`config.mk`:
```
export PLATFORM = sky130hd
export DESIGN_NAME = ladybird_mmu_spec
export DESIGN_NICKNAME = d
export VERILOG_FILES = /design/src/rtl/ladybird_mmu_spec.sv
export SDC_FILE = /design/constraint.sdc
export NUM_CORES = 1
export LEC_CHECK = 0
export ABC_AREA = 0
export CAP_MARGIN = 20
export CORE_AREA = 2 2 148 150
export DETAILED_ROUTE_END_ITERATION = 10
export DIE_AREA = 0 0 150 152
export PLACE_DENSITY_LB_ADDON = 0.1
export SYNTH_ARGS = -nofsm -noshare
export SYNTH_HDL_FRONTEND = slang
export SYNTH_SLANG_ARGS = --single-unit
```
`constraint.sdc`:
```
create_clock -name clk -period 4.1 [get_ports clk]
set_input_delay 0.41 -clock clk [delete_from_list [all_inputs] [get_ports clk]]
set_output_delay 0.41 -clock clk [all_outputs]
set_load 0.02 [all_outputs]
```
`src/rtl/ladybird_mmu_spec.sv`:
```
// Fetch and load/store bus adapter: one outstanding transaction per port.
// The fetch path and the data path run independently of each other.
module ladybird_mmu_spec #(
   parameter int XLEN = 32
) (
   input  logic              clk,
   input  logic              nrst,
   // fetch request
   input  logic [XLEN-1:0]   pc,
   input  logic              pc_valid,
   output logic              pc_ready,
   output logic [31:0]       inst,
   output logic              inst_valid,
   // data request / response
   input  logic              i_valid,
   output logic              i_ready,
   input  logic [XLEN-1:0]   i_addr,
   input  logic [XLEN-1:0]   i_data,
   input  logic              i_we,
   input  logic [2:0]        i_funct,
   output logic              o_valid,
   input  logic              o_ready,
   output logic [XLEN-1:0]   o_data,
   // instruction bus
   output logic              i_bus_req_valid,
   output logic [XLEN-1:0]   i_bus_addr,
   output logic              i_bus_we,
   output logic [XLEN-1:0]   i_bus_wdata,
   output logic [3:0]        i_bus_strb,
   input  logic              i_bus_req_ready,
   input  logic              i_bus_resp_valid,
   input  logic [XLEN-1:0]   i_bus_rdata,
   // data bus
   output logic              d_bus_req_valid,
   output logic [XLEN-1:0]   d_bus_addr,
   output logic              d_bus_we,
   output logic [XLEN-1:0]   d_bus_wdata,
   output logic [3:0]        d_bus_strb,
   input  logic              d_bus_req_ready,
   input  logic              d_bus_resp_valid,
   input  logic [XLEN-1:0]   d_bus_rdata,
   // FSM state observation
   output logic [1:0]        fetch_state_dbg,
   output logic [1:0]        data_state_dbg
);

   // Handshakes: a transfer happens on a rising edge where valid and ready
   // are both 1; valid, once raised, is held with stable fields until ready.

   typedef enum logic [1:0] {F_IDLE, F_REQ, F_WAIT} fetch_state_t;
   typedef enum logic [1:0] {D_IDLE, D_REQ, D_WAIT, D_RESP} data_state_t;

   fetch_state_t f_state, f_next;
   data_state_t  d_state, d_next;

   logic [2:0]      d_funct_q;
   logic [1:0]      d_lane_q;
   logic [3:0]      st_strb;
   logic [XLEN-1:0] st_wdata;
   logic [7:0]      ld_byte;
   logic [15:0]     ld_half;
   logic [XLEN-1:0] ld_data;
   logic            unused_pc_bits;

   assign unused_pc_bits = &{1'b0, pc[1:0]};

   // ---------------- fetch path ----------------
   always_comb begin
      f_next          = f_state;
      pc_ready        = 1'b0;
      i_bus_req_valid = 1'b0;
      i_bus_we        = 1'b0;
      i_bus_wdata     = '0;
      i_bus_strb      = 4'b0000;
      case (f_state)
         F_IDLE: begin
            pc_ready = 1'b1;
            if (pc_valid) f_next = F_REQ;
         end
         F_REQ: begin
            i_bus_req_valid = 1'b1;
            i_bus_strb      = 4'b1111;
            if (i_bus_req_ready) f_next = F_WAIT;
         end
         F_WAIT: begin
            if (i_bus_resp_valid) f_next = F_IDLE;
         end
         default: f_next = F_IDLE;
      endcase
   end

   always_ff @(posedge clk) begin
      if (!nrst) begin
         f_state    <= F_IDLE;
         i_bus_addr <= '0;
         inst       <= '0;
         inst_valid <= 1'b0;
      end else begin
         f_state    <= f_next;
         inst_valid <= 1'b0;
         if (f_state == F_IDLE && pc_valid)
            i_bus_addr <= {pc[XLEN-1:2], 2'b00};
         if (f_state == F_WAIT && i_bus_resp_valid) begin
            inst       <= i_bus_rdata[31:0];
            inst_valid <= 1'b1;
         end
      end
   end

   // ---------------- data path ----------------
   always_comb begin
      st_strb  = 4'b1111;
      st_wdata = i_data;
      case (i_funct)
         3'b000: begin
            st_strb  = 4'b0001 << i_addr[1:0];
            st_wdata = {(XLEN/8){i_data[7:0]}};
         end
         3'b001: begin
            st_strb  = i_addr[1] ? 4'b1100 : 4'b0011;
            st_wdata = {(XLEN/16){i_data[15:0]}};
         end
         default: ;
      endcase
   end

   // Lane selection uses the request's latched address bits, not the bus.
   always_comb begin
      ld_byte = 8'h00;
      case (d_lane_q)
         2'd0: ld_byte = d_bus_rdata[7:0];
         2'd1: ld_byte = d_bus_rdata[15:8];
         2'd2: ld_byte = d_bus_rdata[23:16];
         2'd3: ld_byte = d_bus_rdata[31:24];
         default: ;
      endcase
      ld_half = d_lane_q[1] ? d_bus_rdata[31:16] : d_bus_rdata[15:0];
      case (d_funct_q)
         3'b000:  ld_data = {{(XLEN-8){ld_byte[7]}}, ld_byte};
         3'b001:  ld_data = {{(XLEN-16){ld_half[15]}}, ld_half};
         3'b100:  ld_data = {{(XLEN-8){1'b0}}, ld_byte};
         3'b101:  ld_data = {{(XLEN-16){1'b0}}, ld_half};
         default: ld_data = d_bus_rdata;
      endcase
   end

   always_comb begin
      d_next          = d_state;
      i_ready         = 1'b0;
      o_valid         = 1'b0;
      d_bus_req_valid = 1'b0;
      case (d_state)
         D_IDLE: begin
            i_ready = 1'b1;
            if (i_valid) d_next = D_REQ;
         end
         D_REQ: begin
            d_bus_req_valid = 1'b1;
            if (d_bus_req_ready) d_next = D_WAIT;
         end
         D_WAIT: begin
            if (d_bus_resp_valid) d_next = D_RESP;
         end
         D_RESP: begin
            o_valid = 1'b1;
            if (o_ready) d_next = D_IDLE;
         end
         default: d_next = D_IDLE;
      endcase
   end

   always_ff @(posedge clk) begin
      if (!nrst) begin
         d_state     <= D_IDLE;
         d_bus_addr  <= '0;
         d_bus_we    <= 1'b0;
         d_bus_wdata <= '0;
         d_bus_strb  <= 4'b0000;
         d_funct_q   <= 3'b000;
         d_lane_q    <= 2'b00;
         o_data      <= '0;
      end else begin
         d_state <= d_next;
         if (d_state == D_IDLE && i_valid) begin
            d_bus_addr  <= {i_addr[XLEN-1:2], 2'b00};
            d_bus_we    <= i_we;
            d_bus_wdata <= st_wdata;
            d_bus_strb  <= st_strb;
            d_funct_q   <= i_funct;
            d_lane_q    <= i_addr[1:0];
         end
         if (d_state == D_WAIT && d_bus_resp_valid)
            o_data <= d_bus_we ? '0 : ld_data;
      end
   end

   assign fetch_state_dbg = f_state;
   assign data_state_dbg  = d_state;

endmodule

```
==> metrics.cfg, run 1 <==
[floorplanning]
die_x_um = 150
io_pins = 385
die_y_um = 152
rows = 54
coreArea_um2 = 21400
initial_core_util_pct = 35.0
die_area_um2 = 22800

[sta]
setup_viol = 0
fin_crit_ns = 2.50
setup_tns_ns = 0
rsz0062_at_grt = no
fmax_mhz = 400
timing.final.crit_share_pct = 61.0
hold_viol_final = 0
slew_headroom_pct = 34.9
maxSlewViolCount = 0
skew_ns = 0.0138
tightest_slew_ns = 0.976

[routing]
drt-vias-per-instance = 4.72
firstDrtPassIters = 4
drtAntennaViolNets = 0
drcViolationCount = 0
drt_iter0_markers = 326
dr_total_vias = 6886
wl_per_cell_um = 16.1
routed_wl_mm = 23.5

[global_route]
met1_usage_pct = 24.2
grt_antenna_before_repair = 0
grt_pass1_wl_mm = 36.5
grt_overflow_total = 0
use_met2_pct = 34.8
grt_use_total_pct = 20.4
grt_start_max_net_pins = 106
globalRouteMet3Util_pct = 6.34
busiest_layer = met2
first_global_vias = 6627

[critical_path]
crit_arrival_ns = 2.09
worst_setup_path_end_kind = primary output
cp.required_ns = 3.69
slowest_delay_ns = 0.72
startpoint_type = flip-flop
cp_cell_sequence = nor2b_1, clkdlybuf4s50_1
crit_fanout = 7
critical_path_class = reg -> out
critical_path.slowest_cell = clkdlybuf4s50_1

[synth]
synthTopCellsByArea = dfxtp_1 46%, nand2_1 13%, a21boi_0 11%
synth_top_area_share_pct = 45.8
yosysSeqAreaShare_pct = 45.8
syn_area_per_cell_um2 = 8.70
synthArstFlopShare_pct = 0
yosys_most_used_dff = dfxtp_1
synth_seq_cells = 171
yosysMostFrequentCell = nand2_1
netlist_top_cells_count = 263 x nand2_1, 171 x dfxtp_1, 114 x a21boi_0
synth-edff-count = 0
synth_area_um2 = 7480
yosysWarnings = 0
yosysUniqueCellTypes = 52
netlist_instances = 860
yosys.area.top_type = dfxtp_1

[min_path]
hold_class = in -> reg

[run]
max_cap_viol_count = 0

[layout]
nNetsFinal = 1342
syn2layout_area_growth_pct = 54.7
drive_above_1_share_pct = 5.35
n_fill_cell = 2058
diodes = 0

[power]
power_mw = 5.54
ir_drop_mv = 0.290
leakage_nw = 4.51
powerDensity_nw_per_um2 = 479

[placement]
io_buffers = 345
gp_congestion = 0.775
dpl.hpwl_mm = 16.9

[clocking]
cts_max_level = 4
post_cts_buffers = 0
cts_buffers = 17
hold_buffers = 0
cts.sinks = 171
cts_tree = done
root_buffer = clkbuf_16
clk_pin_slew_ns = 0.07
cts_resized = 0
clockBufferDepth = 2
clk_latency_ns = 0.43

[status]
status = completed

## metrics by stage
step           setup WS [ns]  hold slack (ns)  cells  instance area, um^2  utilization, %
2_1_floorplan           2.18            0.470    896                 7610               -
3_3_place_gp            1.57            0.434   1423                10900            51.2
3_5_place_dp            1.54            0.439   1423                10900            51.2
4_1_cts                 1.55            0.413   1455                11500            53.9
5_1_grt                 1.45            0.454   1458                11600            54.2
6_report                1.60            0.418   1458                11600            54.2
## final cells by class
class	count	area [um^2]	area share (%)
timing repair buffer	358	3590	31.0
clock buffer	19	453	3.92
sequential	171	3420	29.6
tap	280	350	3.03
clock inverter	13	143	1.23
inverter	13	48.8	0.422
multi-input combinational	604	3560	30.8
## cells in the final DEF, fill, tap and decap left out, drive strengths merged, types with 2 or more instances in the layout
| master | Yosys | final |
|---|---|---|
| o21ai | 16 | 16 |
| a21oi | 3 | 3 |
| conb | 1 | 37 |
| a32o | 6 | 6 |
| a221o | 16 | 16 |
| a31oi | 4 | 4 |
| and2 | 5 | 5 |
| nand2 | 264 | 264 |
| mux2i | 20 | 20 |
| o211a | 17 | 17 |
| a21o | 8 | 8 |
| dfxtp | 171 | 171 |
| mux2 | 9 | 9 |
| ha | 4 | 4 |
| clkdlybuf4s50 | 0 | 344 |
| nand3b | 2 | 2 |
| o31a | 6 | 6 |
| o211ai | 8 | 8 |
| nand2b | 8 | 8 |
| a21boi | 114 | 114 |
| buf | 53 | 14 |
| nor2 | 4 | 4 |
| nor4 | 2 | 2 |
| clkbuf | 55 | 19 |
| nor3 | 4 | 4 |
| a221oi | 8 | 8 |
| o22ai | 6 | 6 |
| a22oi | 3 | 3 |
| inv | 13 | 24 |
| nor2b | 8 | 8 |
| o21bai | 2 | 2 |
| nor3b | 2 | 2 |
| nand3 | 8 | 8 |
## kinds of logic (layout without fill, tap and decap cells)
| family | Yosys count | after routing | synth area share, % |
|---|---|---|---|
| fa+ha+maj | 4 | 4 | 0.669 |
| simple gates | 311 | 311 | 17.6 |
| other cells | 1 | 37 | 0.0501 |
| compound gates | 223 | 223 | 23.4 |
| mux | 29 | 29 | 4.13 |
| buf+inv | 121 | 403 | 8.46 |
| flops | 171 | 171 | 45.8 |
## path summary, 6_finish.rpt
| check | start | end | slack [ns] | cells after the start |
|---|---|---|---|---|
| max | fetch_state_dbg[0]$_SDFFE_PN0P_ | i_bus_req_valid | 1.60 | 2 |
| min reg2reg | o_data[14]$_SDFFE_PN0P_ | o_data[14]$_SDFFE_PN0P_ | 0.45 | 1 |
| max reg2reg | d_lane_q[1]$_SDFFE_PN0P_ | o_data[20]$_SDFFE_PN0P_ | 1.78 | 5 |
| min | nrst | fetch_state_dbg[0]$_SDFFE_PN0P_ | 0.42 | 2 |
## power breakdown
part / switching, mW / internal, mW / leakage (nW)
clock: 0.749 / 0.900 / 0.297
sequential: 0.146 / 1.89 / 1.40
combinational: 0.998 / 0.853 / 2.82
## layer usage
layer | wire (um) | vias up | part of all wire [%]
met5 | 0 | - | 0
met4 | 424 | 0 | 1.8
met3 | 1800 | 28 | 7.7
met2 | 11400 | 216 | 49
met1 | 9830 | 3189 | 42
li1 | - | 3453 | -
## critical path: cells and delay by family (launching register included)
family / cells / cell delay (ns)
buffers and inverters: 1 / 0.72
AND/OR/NAND/NOR: 1 / 0.52
flip-flops: 1 / 0.42
## flip-flops by register name, indices dropped and copies added, names as in the netlist, 2 cells and up
register	count
d_bus_wdata	32
inst	32
o_data	32
d_bus_addr	30
i_bus_addr	30
d_bus_strb	4
d_funct_q	3
d_lane_q	2
data_state_dbg	2
fetch_state_dbg	2
Power figures use the tool's default switching activity.
==> inputs of run 2 (changes only) <==
==> constraint.sdc (replaced) <==
create_clock -name clk -period 2.2 [get_ports clk]
set_input_delay 0.22 -clock clk [delete_from_list [all_inputs] [get_ports clk]]
set_output_delay 0.22 -clock clk [all_outputs]
set_load 0.02 [all_outputs]
==> run 2 against run 1 <==
  * Sequential power increased by 86%
  * Combinational power up 91%
  * Count of clock-buffer cells in the layout decreased by 1
  * Utilization up 0.62 points
  * Design area increased by 1.1%
  * Critical endpoint is now i_bus_strb[3]
  * Highest routed layer unchanged
==> metrics.cfg, run 2 (synthesis gave the netlist of run 1 again) <==
[status]
status = completed  ; unchanged

[floorplanning]
rows = 54  ; unchanged
coreArea_um2 = 21400  ; unchanged
die_x_um = 150  ; unchanged
initial_core_util_pct = 35.0  ; unchanged
die_area_um2 = 22800  ; unchanged
io_pins = 385  ; unchanged
die_y_um = 152  ; unchanged

[routing]
routed_wl_mm = 23.7  ; was 23.5 mm
dr_total_vias = 6942  ; was 6886
drcViolationCount = 0  ; unchanged
wl_per_cell_um = 16.1  ; about the same
drtAntennaViolNets = 0  ; unchanged
drt_iter0_markers = 271  ; was 326
firstDrtPassIters = 4  ; unchanged
drt-vias-per-instance = 4.71  ; was 4.72

[power]
power.switching_mw = 3.46  ; was 1.89 mW
p_clk_share_pct = 29.2  ; was 29.8%
p_int_mw = 6.88  ; was 3.65 mW
pwr-share-seq_pct = 36.6  ; was 36.8%
leakage_nw = 4.58  ; was 4.51 nW
power_mw = 10.3  ; was 5.54 mW
p_sw_share_pct = 33.5  ; was 34.2%
ir_drop_mv = 0.596  ; was 0.290 mV
pwr-share-comb_pct = 34.2  ; was 33.4%
powerDensity_nw_per_um2 = 884  ; was 479 nW/um^2

[sta]
hold_slack_ns = 0.352  ; was 0.418 ns
slew_headroom_pct = 31.4  ; was 34.9%
rsz0062_at_grt = no  ; unchanged
fmax_mhz = 488
setup_viol = 0  ; unchanged
setup_tns_ns = 0  ; unchanged
skew_ns = 0.00821  ; was 0.0138 ns
maxSlewViolCount = 0  ; unchanged
timing.final.crit_share_pct = 93.1
tightest_slew_ns = 1.03  ; was 0.976 ns
fin_crit_ns = 2.05
hold_viol_final = 0  ; unchanged

[critical_path]
crit_buf_inv = 2  ; was 1
critical_path_class = reg -> out  ; unchanged
critical_path.slowest_cell = clkdlybuf4s50_1  ; unchanged
crit_fanout = 6  ; was 7
cp.required_ns = 1.98  ; was 3.69 ns
worst_setup_path_end_kind = primary output  ; unchanged
critPathTopFamily = buffers and inverters  ; unchanged
crit_arrival_ns = 1.83  ; was 2.09 ns
slowest_delay_ns = 0.61  ; was 0.72 ns
cp_cell_sequence = nor2b_2, buf_4, clkdlybuf4s50_1  ; was nor2b_1, clkdlybuf4s50_1
startpoint_type = flip-flop  ; unchanged

[layout]
final_common_cell = clkdlybuf4s50_1  ; unchanged
reg_top3 = d_bus_wdata (32), inst (32), o_data (32)  ; unchanged
drive_above_1_share_pct = 6.70  ; was 5.35%
final_cell_mix = 344 x clkdlybuf4s50_1, 262 x nand2_1, 171 x dfxtp_1  ; unchanged
syn2layout_area_growth_pct = 56.4  ; was 54.7%
diodes = 0  ; unchanged
nNetsFinal = 1360  ; was 1342

[global_route]
grt_antenna_before_repair = 0  ; unchanged
grt_pass1_wl_mm = 36.9  ; was 36.5 mm
first_global_vias = 6758  ; was 6627
grt_use_total_pct = 20.5  ; was 20.4%
grt_start_max_net_pins = 108  ; was 106
grt_overflow_total = 0  ; unchanged

[clocking]
cts_buffers = 17  ; unchanged
cts_max_level = 4  ; unchanged
root_buffer = clkbuf_16  ; unchanged
cts_tree = done  ; unchanged
clk_latency_ns = 0.42  ; was 0.43 ns
cts.sinks = 171  ; unchanged
clockBufferDepth = 2  ; unchanged
clk_pin_slew_ns = 0.07  ; about the same

[run]
max_cap_viol_count = 0  ; unchanged

[min_path]
hold_class = in -> reg  ; unchanged

[placement]
dpl.hpwl_mm = 17.2  ; was 16.9 mm
gp_congestion = 0.771  ; was 0.775
io_buffers = 345  ; unchanged

run 2: changes by cell type in the layout (fill, tap and decap cells not counted), moves of 2 or more:
cell / previous run / this run
buf_4: 10 / 28
clkinvlp_4: 0 / 5
inv_6: 8 / 3
buf_12: 2 / 4
buf_8: 2 / 0
inv_8: 3 / 1
run 2: stage by stage:
step	std cells	utilization, %	instance area (um^2)	setup slack, ns
6_report	1474	54.8	11700	0.151
4_1_cts	1473	54.7	11700	0.0966
3_5_place_dp	1443	52.0	11100	0.0341
2_1_floorplan	896	-	7610	0.280
3_3_place_gp	1443	52.0	11100	0.0398
5_1_grt	1474	54.8	11700	0.0498
run 2: final timing paths:
path / cells past startpoint / endpoint / from / slack [ns]
min: 3 / inst[29]$_SDFFE_PN0P_ / i_bus_rdata[29] / 0.35
max reg2reg: 8 / o_data[27]$_SDFFE_PN0P_ / data_state_dbg[0]$_SDFFE_PN0P_ / 0.25
max: 3 / i_bus_strb[3] / fetch_state_dbg[0]$_SDFFE_PN0P_ / 0.15
min reg2reg: 1 / o_data[14]$_SDFFE_PN0P_ / o_data[14]$_SDFFE_PN0P_ / 0.45
run 2: per-layer routing:
layer  share of wire [%]  vias up  track usage, %  routed length (um)
met5                   0        -               0                   0
met4                 2.2        0            6.92                 529
met3                 8.4       33            7.03                2000
met2                  47      226            34.2               11200
met1                  42     3194            24.6                9970
li1                    -     3489               -                   -
run 2: repair_timing:
action / 4_1_cts / 5_1_grt
resized for setup: 0 / 1
hold buffers: 0 / 0
setup buffers: 0 / 1
hold endpoints to repair: 0 / 0
endpoints found under the setup margin: 0 / 17
run 2: final cells by class:
type                    count  area, um^2
flip-flops and latches    171        3420
clock buffers              18         439
well taps                 280         350
repair buffers            376        3730
fillers                  2058        9650
multi-input cells         604        3560
clock inverters            12         140
inverters                  13        48.8
run 2: power groups by stage:
| stage | clock network, mW | logic, mW | registers, mW |
|---|---|---|---|
| global placement | 0 | 3.58 | 3.84 |
| global route | 3.21 | 3.85 | 3.85 |
| floorplan | 0 | 1.42 | 4.33 |
| CTS | 3.11 | 3.59 | 3.79 |
| detailed placement | 0 | 3.57 | 3.85 |
| finish | 3.02 | 3.54 | 3.79 |
run 2: worst min-delay path: stages:
cell,delay (ns)
clkdlybuf4s50_1,0.39
nand2_1,0.05
a21boi_0,0.06
